## src/rtl/counter_sweep_ctrl.sv

```systemverilog
// counter_sweep_ctrl: clears an up/down counter, seeks lo_lim, then runs
// N triangle sweeps lo_lim->hi_lim->lo_lim. Optional limit dwell: SWEEP_DWELL_EN.
module counter_sweep_ctrl #(
  parameter int WIDTH = 8,
  parameter int SWP_W = 4
`ifdef SWEEP_DWELL_EN
  ,
  parameter int DWELL_CYC = 4
`endif
) (
  input  logic             clk,
  input  logic             rst,
  input  logic             start,
  input  logic             stop,
  input  logic [WIDTH-1:0] lo_lim,
  input  logic [WIDTH-1:0] hi_lim,
  input  logic [SWP_W-1:0] sweeps,
  input  logic [WIDTH-1:0] ctr_in,
  output logic             ctr_rst,
  output logic             ctr_enable,
  output logic             ctr_direction,
  output logic             busy,
  output logic             done,
  output logic             err_cfg,
  output logic [SWP_W-1:0] sweep_cnt
);

  typedef enum logic [2:0] {
    S_IDLE,
    S_CLR,
    S_SEEK,
    S_UP,
    S_DOWN,
    S_DWELL,
    S_DONE
  } state_t;

  state_t           r_state;
  logic [WIDTH-1:0] r_lo;
  logic [WIDTH-1:0] r_hi;
  logic [SWP_W-1:0] r_swp;
  logic [SWP_W-1:0] r_swp_cnt;
  logic             r_err;

  logic             w_cfg_ok;
  logic             w_at_lo;
  logic             w_at_hi;
  logic             w_at_zero;
  logic [SWP_W-1:0] w_swp_nxt;

`ifdef SWEEP_DWELL_EN
  localparam int DW_W = (DWELL_CYC > 1) ? $clog2(DWELL_CYC) : 1;
  logic [DW_W-1:0] r_dwell;
  logic            r_dwl_dn;
`endif

  assign w_cfg_ok  = (lo_lim < hi_lim) && (sweeps != '0);
  assign w_at_lo   = (ctr_in == r_lo);
  assign w_at_hi   = (ctr_in == r_hi);
  assign w_at_zero = (ctr_in == '0);
  assign w_swp_nxt = r_swp_cnt + SWP_W'(1);

  always_ff @(posedge clk or posedge rst) begin
    if (rst) begin
      r_state   <= S_IDLE;
      r_lo      <= '0;
      r_hi      <= '0;
      r_swp     <= '0;
      r_swp_cnt <= '0;
      r_err     <= 1'b0;
`ifdef SWEEP_DWELL_EN
      r_dwell   <= '0;
      r_dwl_dn  <= 1'b0;
`endif
    end else begin
      r_err <= 1'b0;
      // stop overrides every transition, sweep_cnt keeps its value
      if (stop && (r_state != S_IDLE)) begin
        r_state <= S_IDLE;
      end else begin
        unique case (r_state)
          S_IDLE: begin
            if (start) begin
              if (w_cfg_ok) begin
                r_lo      <= lo_lim;
                r_hi      <= hi_lim;
                r_swp     <= sweeps;
                r_swp_cnt <= '0;
                r_state   <= S_CLR;
              end else begin
                r_err <= 1'b1;
              end
            end
          end
          S_CLR: begin
            if (w_at_zero) r_state <= S_SEEK;
          end
          S_SEEK: begin
            if (w_at_lo) r_state <= S_UP;
          end
          S_UP: begin
            if (w_at_hi) begin
`ifdef SWEEP_DWELL_EN
              r_dwell  <= DW_W'(DWELL_CYC - 1);
              r_dwl_dn <= 1'b1;
              r_state  <= S_DWELL;
`else
              r_state  <= S_DOWN;
`endif
            end
          end
          S_DOWN: begin
            if (w_at_lo) begin
              r_swp_cnt <= w_swp_nxt;
              if (w_swp_nxt == r_swp) begin
                r_state <= S_DONE;
              end else begin
`ifdef SWEEP_DWELL_EN
                r_dwell  <= DW_W'(DWELL_CYC - 1);
                r_dwl_dn <= 1'b0;
                r_state  <= S_DWELL;
`else
                r_state  <= S_UP;
`endif
              end
            end
          end
`ifdef SWEEP_DWELL_EN
          S_DWELL: begin
            if (r_dwell == '0) begin
              r_state <= r_dwl_dn ? S_DOWN : S_UP;
            end else begin
              r_dwell <= r_dwell - DW_W'(1);
            end
          end
`endif
          S_DONE:  r_state <= S_IDLE;
          default: r_state <= S_IDLE;
        endcase
      end
    end
  end

  // counter controls decode from state plus the live counter value
  always_comb begin
    ctr_rst       = rst;
    ctr_enable    = 1'b0;
    ctr_direction = 1'b0;
    busy          = (r_state != S_IDLE);
    done          = 1'b0;
    unique case (r_state)
      S_CLR: ctr_rst = 1'b1;
      S_SEEK: begin
        ctr_direction = 1'b1;
        ctr_enable    = ~w_at_lo;
      end
      S_UP: begin
        ctr_direction = 1'b1;
        ctr_enable    = ~w_at_hi;
      end
      S_DOWN: ctr_enable = ~w_at_lo;
`ifdef SWEEP_DWELL_EN
      S_DWELL: ctr_direction = r_dwl_dn;
`endif
      S_DONE: done = 1'b1;
      default: ;
    endcase
  end

  assign err_cfg   = r_err;
  assign sweep_cnt = r_swp_cnt;

endmodule
```

## config.mk

```make
export PLATFORM = sky130hd
export DESIGN_NAME = counter_sweep_ctrl
export DESIGN_NICKNAME = d
export VERILOG_FILES = /design/src/rtl/counter_sweep_ctrl.sv
export SDC_FILE = /design/constraint.sdc
export NUM_CORES = 1
export LEC_CHECK = 0
export CAP_MARGIN = 5
export CORE_AREA = 3 3 73 75
export CTS_BUF_LIST = sky130_fd_sc_hd__clkbuf_2
export DETAILED_ROUTE_END_ITERATION = 7
export DIE_AREA = 0 0 76 78
export PLACE_DENSITY = 0.64
export SYNTH_ARGS = -nofsm -noshare
export SYNTH_HDL_FRONTEND = slang
export SYNTH_SLANG_ARGS = --single-unit
```

## constraint.sdc

```tcl
create_clock -name clk -period 3.85 [get_ports clk]
set_input_delay 0.5775 -clock clk [delete_from_list [all_inputs] [get_ports clk]]
set_output_delay 0.5775 -clock clk [all_outputs]
set_load 0.05 [all_outputs]
```

==> metrics.md, run 1 <==
| Metric | Value |
|---|---|
| Status | `finished clean` |
| Synth unique cells | `42` |
| Fmax | `0.3268 GHz` |
| CTS tree | `built` |
| Pre-antenna DRT Iters | `4` |
| Vias/cell | `5.011` |
| Max_slew headroom | `62.30%` |
| Clock Skews | `20.98 ps` |
| Vias in the first global route | `1472` |
| Commonest non-fill, non-tap cell in the layout | `clkdlybuf4s50_1` |
| DRT iter0 DRCs | `125` |
| Fin. Hold Viols | `0` |
| Largest stage delay, worst path | `560 ps` |
| Avg Cell Area, Syn | `11.53 sq um` |
| # fillers | `429` |
| Synth Flop Type | `dfrtp_1` |
| YS warnings | `0` |
| CTS Buffer Depth | `2` |
| WL/cell | `15.38 um` |
| Multi-input gate area | `1091 sq um` |
| PD cells | `434.1 nW/um^2` |
| Compound-Gate Fraction of Synth Area | `11.72%` |
| Clock Pin Slew Worst Setup and Hold Paths | `270 ps` |
| Via count | `1358` |
| Layout cells sized above 1 | `18.14%` |
| Initial antenna violation count | `0` |
| CP Capture Type | `primary output` |
| CP arrival | `2480 ps` |
| Synth Area in XOR/XNOR | `11.19%` |
| Max-slew violations | `0` |
| Hold_ws | `569.2 ps` |
| Critical Path RT | `3270 ps` |
| Hold WC Path Type | `reg2reg` |
| Final Util | `50.57%` |
| Max rail drop VDD | `0.1640 mV` |
| Initial Util | `39.79%` |
| Clock sink total | `28` |
| Post-CTS Resized | `0` |
| DRC violations left | `0` |
| Detail Placement HPWL | `3346 um` |
| Worst path cell trace | `clkdlybuf4s50_1 > xor2_1 > nor4_1 > a2111oi_0 > or2_1 > buf_4` |
| Design Area, Final | `2389 sq um` |
| DP Area | `2344 sq um` |
| Yosys reg bits | `28` |
| Pleak | `1.057 nW` |
| Area Overhead vs Synth | `27.10%` |
| Simple-gate share of the synthesized area | `11.32%` |
| Die area | `5928 sq um` |
| EDFF count, synth | `0` |
| Port Buffers | `41` |
| Pre-CTS setup slack | `824.7 ps` |
| Asr flop ratio synth | `100.0%` |
| Most frequent cells in the layout | `clkdlybuf4s50_1 (40), dfrtp_1 (28), mux2_4 (21)` |
| Post-CTS Setup Repair Bufs | `0` |
| Die height | `78 um` |
| Ports | `42` |
| Rows | `25` |
| Slowest cell on the critical path | `a2111oi_0` |
| TritonCTS Buffers | `3` |
| Final setup viols | `0` |
| Worst setup path category | `in2out` |
| Worst Slack Setup Final | `790.0 ps` |
| Post-synthesis cell area | `1879 sq um` |
| CP max FO | `3` |
| Register Area | `700.7 sq um` |
| Total global-route track usage | `15.21%` |
| Global-route wire length before repair | `7245 um` |
| Total wire length | `4168 um` |
| Antenna diodes | `0` |
| Net Count, Synth | `203` |
| Die width | `76 um` |
| Max-Cap Viols | `0` |
| Largest family of logic cells by synthesized area | `multiplexers` |
| Synth Area in Adders | `5.326%` |
| Largest net degree at the start of global routing | `29` |
| Final nets | `245` |
| Clock root buffer | `clkbuf_2` |
| Post-route ant nets | `0` |
| Gr ovfl total | `0` |
| Setup tns final | `0 ps` |
| Mux contribution to synthesized area | `18.51%` |
| Final Cycle Share | `79.48%` |
| Crit path time final | `3060 ps` |
| Synthesized instance count | `163` |
| Worst setup SP type | `primary input` |
| Placeable Area | `4723 sq um` |
| RSZ-0062 raised after global routing | `false` |
| Worst Tran Pin Value | `551.3 ps` |
| Register area share after synthesis | `37.28%` |
| Cts hold-fix bufs | `0` |
| Htree depth | `1` |
| Clk_lat worst skew | `380 ps` |
| GPL Wtd Cong | `0.8240` |
[per-stage QoR]
stage | std cells | total power, W
finish | 271 | 0.001037
global route | 271 | 0.001106
CTS | 271 | 0.001046
detailed placement | 267 | 0.0008600
global placement | 267 | 0.0008465
floorplan | 163 | 0.0007510
[logic make-up after synthesis]
family | after synthesis
adder cells (fa/ha/maj) | 8
buffers and inverters | 19
AO/OA/AOI/OAI | 23
flip-flops | 28
XOR/XNOR | 24
AND/OR/NAND/NOR | 37
multiplexers | 24
[state kept, by name (all words and copies together) (netlist names)]
name,flops
r_hi,8
r_lo,8
r_swp,4
sweep_cnt,4
r_state,3
err_cfg,1
[cell type report]
cell class	count	share of cell area, %
sequential	28	29.33
timing repair buffer	42	17.39
clock buffer	3	0.6286
inverter	14	2.200
clock inverter	1	1.257
tap	67	3.510
multi-input combinational	116	45.68
[per-layer routing]
| metal | wire length [um] | GRT usage [%] |
|---|---|---|
| met1 | 1861 | 19.54 |
| met2 | 2134 | 27.39 |
| met3 | 127 | 1.624 |
| met4 | 44 | 3.804 |
| met5 | 0 | 0 |
[worst max-delay path: cells and delay by family]
family | cells | cell delay (ps)
AND/OR/NAND/NOR | 2 | 360
AO/OA/AOI/OAI | 1 | 560
XOR/XNOR | 1 | 210
buffers and inverters | 2 | 760
[power by group]
group / internal (W) / switching (W)
clock network: 0.0000892 / 0.0000946
logic: 0.000233 / 0.000168
registers: 0.000381 / 0.0000713
total: 0.000703 / 0.000334
[cells in the mapped netlist, types with 2 or more instances]
cell	n	area share, %
nand3_1	2	0.53
xnor2_1	6	2.8
dfrtp_1	28	37
inv_1	14	2.8
o21ai_0	3	0.80
a211oi_1	2	0.80
nor2_1	10	2.0
ha_1	8	5.3
nor4_1	3	1.0
a21oi_1	3	0.80
nand2_1	7	1.4
nand4_1	2	0.67
mux2_4	21	17
mux2_2	2	1.2
nor4_2	2	1.3
and3_1	4	1.3
clkbuf_1	2	0.40
xor2_1	18	8.4
or2_1	2	0.67
buf_6	2	1.2
[final timing paths]
kind	slack [ps]	cells past startpoint	from	endpoint
max in group asynchronous	2980	3	rst	r_lo[3]
min reg2reg	570	1	r_hi[2]	r_hi[2]
max reg2reg	1610	5	r_state[2]	sweep_cnt[3]
max	790	6	ctr_in[1]	ctr_enable
min	570	1	r_hi[2]	r_hi[2]
min in group asynchronous	580	3	rst	sweep_cnt[3]
(Power assumes the default switching activity.)
==> inputs of run 2 (changes only) <==
--- a/config.mk
+++ b/config.mk
@@ -10,7 +10,7 @@
 export CTS_BUF_LIST = sky130_fd_sc_hd__clkbuf_2
 export DETAILED_ROUTE_END_ITERATION = 7
 export DIE_AREA = 0 0 76 78
-export PLACE_DENSITY = 0.64
+export PLACE_DENSITY = 0.67
 export SYNTH_ARGS = -nofsm -noshare
 export SYNTH_HDL_FRONTEND = slang
 export SYNTH_SLANG_ARGS = --single-unit
==> constraint.sdc (replaced) <==
create_clock -name clk -period 2.7 [get_ports clk]
set_input_delay 0.405 -clock clk [delete_from_list [all_inputs] [get_ports clk]]
set_output_delay 0.405 -clock clk [all_outputs]
set_load 0.05 [all_outputs]
==> run 2 against run 1 <==
Core utilization up 1.2 points. Combinational power up 47%. Routed wire length fell by 4.1%. Die area unchanged. Sequential share of layout area down 0.70 points. Via count grew 2.3%.
==> metrics.md, run 2 (synthesis gave the netlist of run 1 again) <==
| Metric | Value |
|---|---|
| Port Buffers | `41 (unchanged)` |
| CTS Buffer Depth | `2 (unchanged)` |
| TritonCTS Buffers | `3 (unchanged)` |
| Pre-antenna DRT Iters | `4 (unchanged)` |
| Gr ovfl total | `0 (unchanged)` |
| Pleak | `1.092 nW (+3.3%)` |
| DRT iter0 DRCs | `103 (-18%)` |
| Largest net degree at the start of global routing | `29 (unchanged)` |
| Setup tns final | `0 ps (unchanged)` |
| DR top layer | `met4` |
| Critical Path RT | `2300 ps (-970 ps)` |
| Ports | `42 (unchanged)` |
| Initial Util | `39.79% (unchanged)` |
| Die height | `78 um (unchanged)` |
| Worst path bufs/invs | `2 (unchanged)` |
| Fin. Hold Viols | `0 (unchanged)` |
| Placeable Area | `4723 sq um (unchanged)` |
| CTS tree | `built` |
| Worst Slack Setup Final | `152.2 ps (-637.8 ps)` |
| Worst setup SP type | `primary input` |
| CP arrival | `2140 ps (-340 ps)` |
| Clock sink total | `28 (unchanged)` |
| Reg2reg setup slack | `750 ps (-860 ps)` |
| Die area | `5928 sq um (unchanged)` |
| Pre-CTS setup slack | `40.52 ps (-784.2 ps)` |
| Met2 WL post-DR | `1786 um (-16%)` |
| Area Overhead vs Synth | `30.23%` |
| Total wire length | `3997 um (-4.1%)` |
| Registers with the most flip-flops | `r_hi (8), r_lo (8)` |
| Max-slew violations | `0 (unchanged)` |
| RSZ-0062 raised after global routing | `false` |
| Largest stage delay, worst path | `480 ps (-80 ps)` |
| Max_slew headroom | `66.92% (+4.6 points)` |
| Detail Placement HPWL | `3248 um (-2.9%)` |
| Most frequent cells in the layout | `clkdlybuf4s50_1 (39), dfrtp_1 (28), mux2_4 (21)` |
| Max rail drop VDD | `0.1861 mV (+13%)` |
| Worst-case reg-to-reg path depth | `5 (unchanged)` |
| Global-route wire length before repair | `6844 um (-5.5%)` |
| Layout cells sized above 1 | `21.80% (+3.7 points)` |
| Total global-route track usage | `14.38% (-0.84 points)` |
| Vias/cell | `4.996 (-0.29%)` |
| Worst Tran Pin Value | `494.6 ps (-56.64 ps)` |
| Post-CTS Setup Repair Bufs | `0 (unchanged)` |
| Clock Skews | `5.148 ps (-15.84 ps)` |
| Commonest non-fill, non-tap cell in the layout | `clkdlybuf4s50_1` |
| CP Capture Type | `primary output` |
| Slowest cell on the critical path | `clkdlybuf4s50_1` |
| Met1 WL | `2006 um (+7.8%)` |
| Fmax | `0.3925 GHz` |
| CP max FO | `3 (unchanged)` |
| Status | `finished clean` |
| Hold WC Path Type | `in2async` |
| Worst path cell trace | `clkdlybuf4s50_1 > xor2_1 > nor4_1 > a2111oi_2 > or2_1 > buf_12` |
| WL/cell | `14.38 um (-6.5%)` |
| Crit path time final | `2548 ps` |
| DRC violations left | `0 (unchanged)` |
| DP Area | `2426 sq um (+3.5%)` |
| Final nets | `253 (+3.3%)` |
| Via count | `1389 (+2.3%)` |
| GPL Wtd Cong | `0.8198 (-0.51%)` |
| Htree depth | `1 (unchanged)` |
| Initial antenna violation count | `0 (unchanged)` |
| Final cell count without fillers | `278 (+2.6%)` |
| Post-route ant nets | `0 (unchanged)` |
| Critical path's top delay family | `simple AND/OR/NAND/NOR gates` |
| Final Cycle Share | `94.36%` |
| Worst setup path category | `in2out` |
| Rows | `25 (unchanged)` |
| FF-to-FF End | `r_lo[2]` |
| Antenna diodes | `0 (unchanged)` |
| Final setup viols | `0 (unchanged)` |
| Clk_lat worst skew | `350 ps (-30 ps)` |
| Die width | `76 um (unchanged)` |
| Reg-to-reg critical path startpoint | `r_state[2]` |
| Clock Pin Slew Worst Setup and Hold Paths | `250 ps (-20 ps)` |
| PD cells | `567.1 nW/um^2 (+31%)` |
| Total power | `0.001388 W (+34%)` |
| Design Area, Final | `2447 sq um (+2.5%)` |
| Max-Cap Viols | `0 (unchanged)` |
| Clock root buffer | `clkbuf_2` |
| Vias in the first global route | `1430 (-2.9%)` |
| Routed wl met3 | `168 um (+32%)` |
| Placed Cells incl. Taps | `275 (+3.0%)` |
[run 2: cell count changes in the layout (fill, tap and decap cells not counted), sizes merged]
cell           before  now
buf                 2   11
bufinv              1    0
clkdlybuf4s50      40   39
[run 2: worst min-delay path: cells and delay by family]
kind | cells | cell delay, ps
buffers and inverters | 3 | 850
[run 2: area by class of cell]
class | instances | area (sq um)
fill | 423 | 2276
multi-input combinational | 116 | 1097
sequential | 28 | 700.7
timing repair buffer | 50 | 498.0
tap | 67 | 83.83
inverter | 14 | 52.55
clock buffer | 3 | 15.01
[run 2: power by group]
part,leakage (nW),total (W),switching (W),internal (W)
Sequential,0.345,0.000649,0.000107,0.000543
Combinational,0.734,0.000589,0.000238,0.000352
Clock,0.0125,0.000149,0.000119,0.0000302
[run 2: timing repair]
item / CTS / global route
setup endpoints to repair: 0 / 1
hold buffers: 0 / 0
resized for setup: 0 / 2
[run 2: how the worst max path moves through the flow]
stage | start | endpoint | cells after the start
finish | ctr_in[3] | ctr_enable | 6
global route | ctr_in[1] | ctr_enable | 7
CTS | ctr_in[5] | ctr_enable | 6
detailed placement | ctr_in[5] | ctr_enable | 6
global placement | hi_lim[1] | r_lo[2] | 7
floorplan | r_state[0] | ctr_enable | 4
[run 2: metrics by stage]
| step | util [%] | hold WS, ps |
|---|---|---|
| 6_report | 51.81 | 447.1 |
| 2_1_floorplan | - | 478.7 |
| 5_1_grt | 51.81 | 472.3 |
| 4_1_cts | 51.68 | 470.1 |
| 3_3_place_gp | 51.36 | 520.0 |
| 3_5_place_dp | 51.36 | 519.7 |
[run 2: per-layer routing]
metal  vias to the layer above  track usage [%]
met3                         2            1.624
met2                        33            22.61
met1                       677            20.73
met4                         0            4.529
met5                         -                0
li1                        677                -
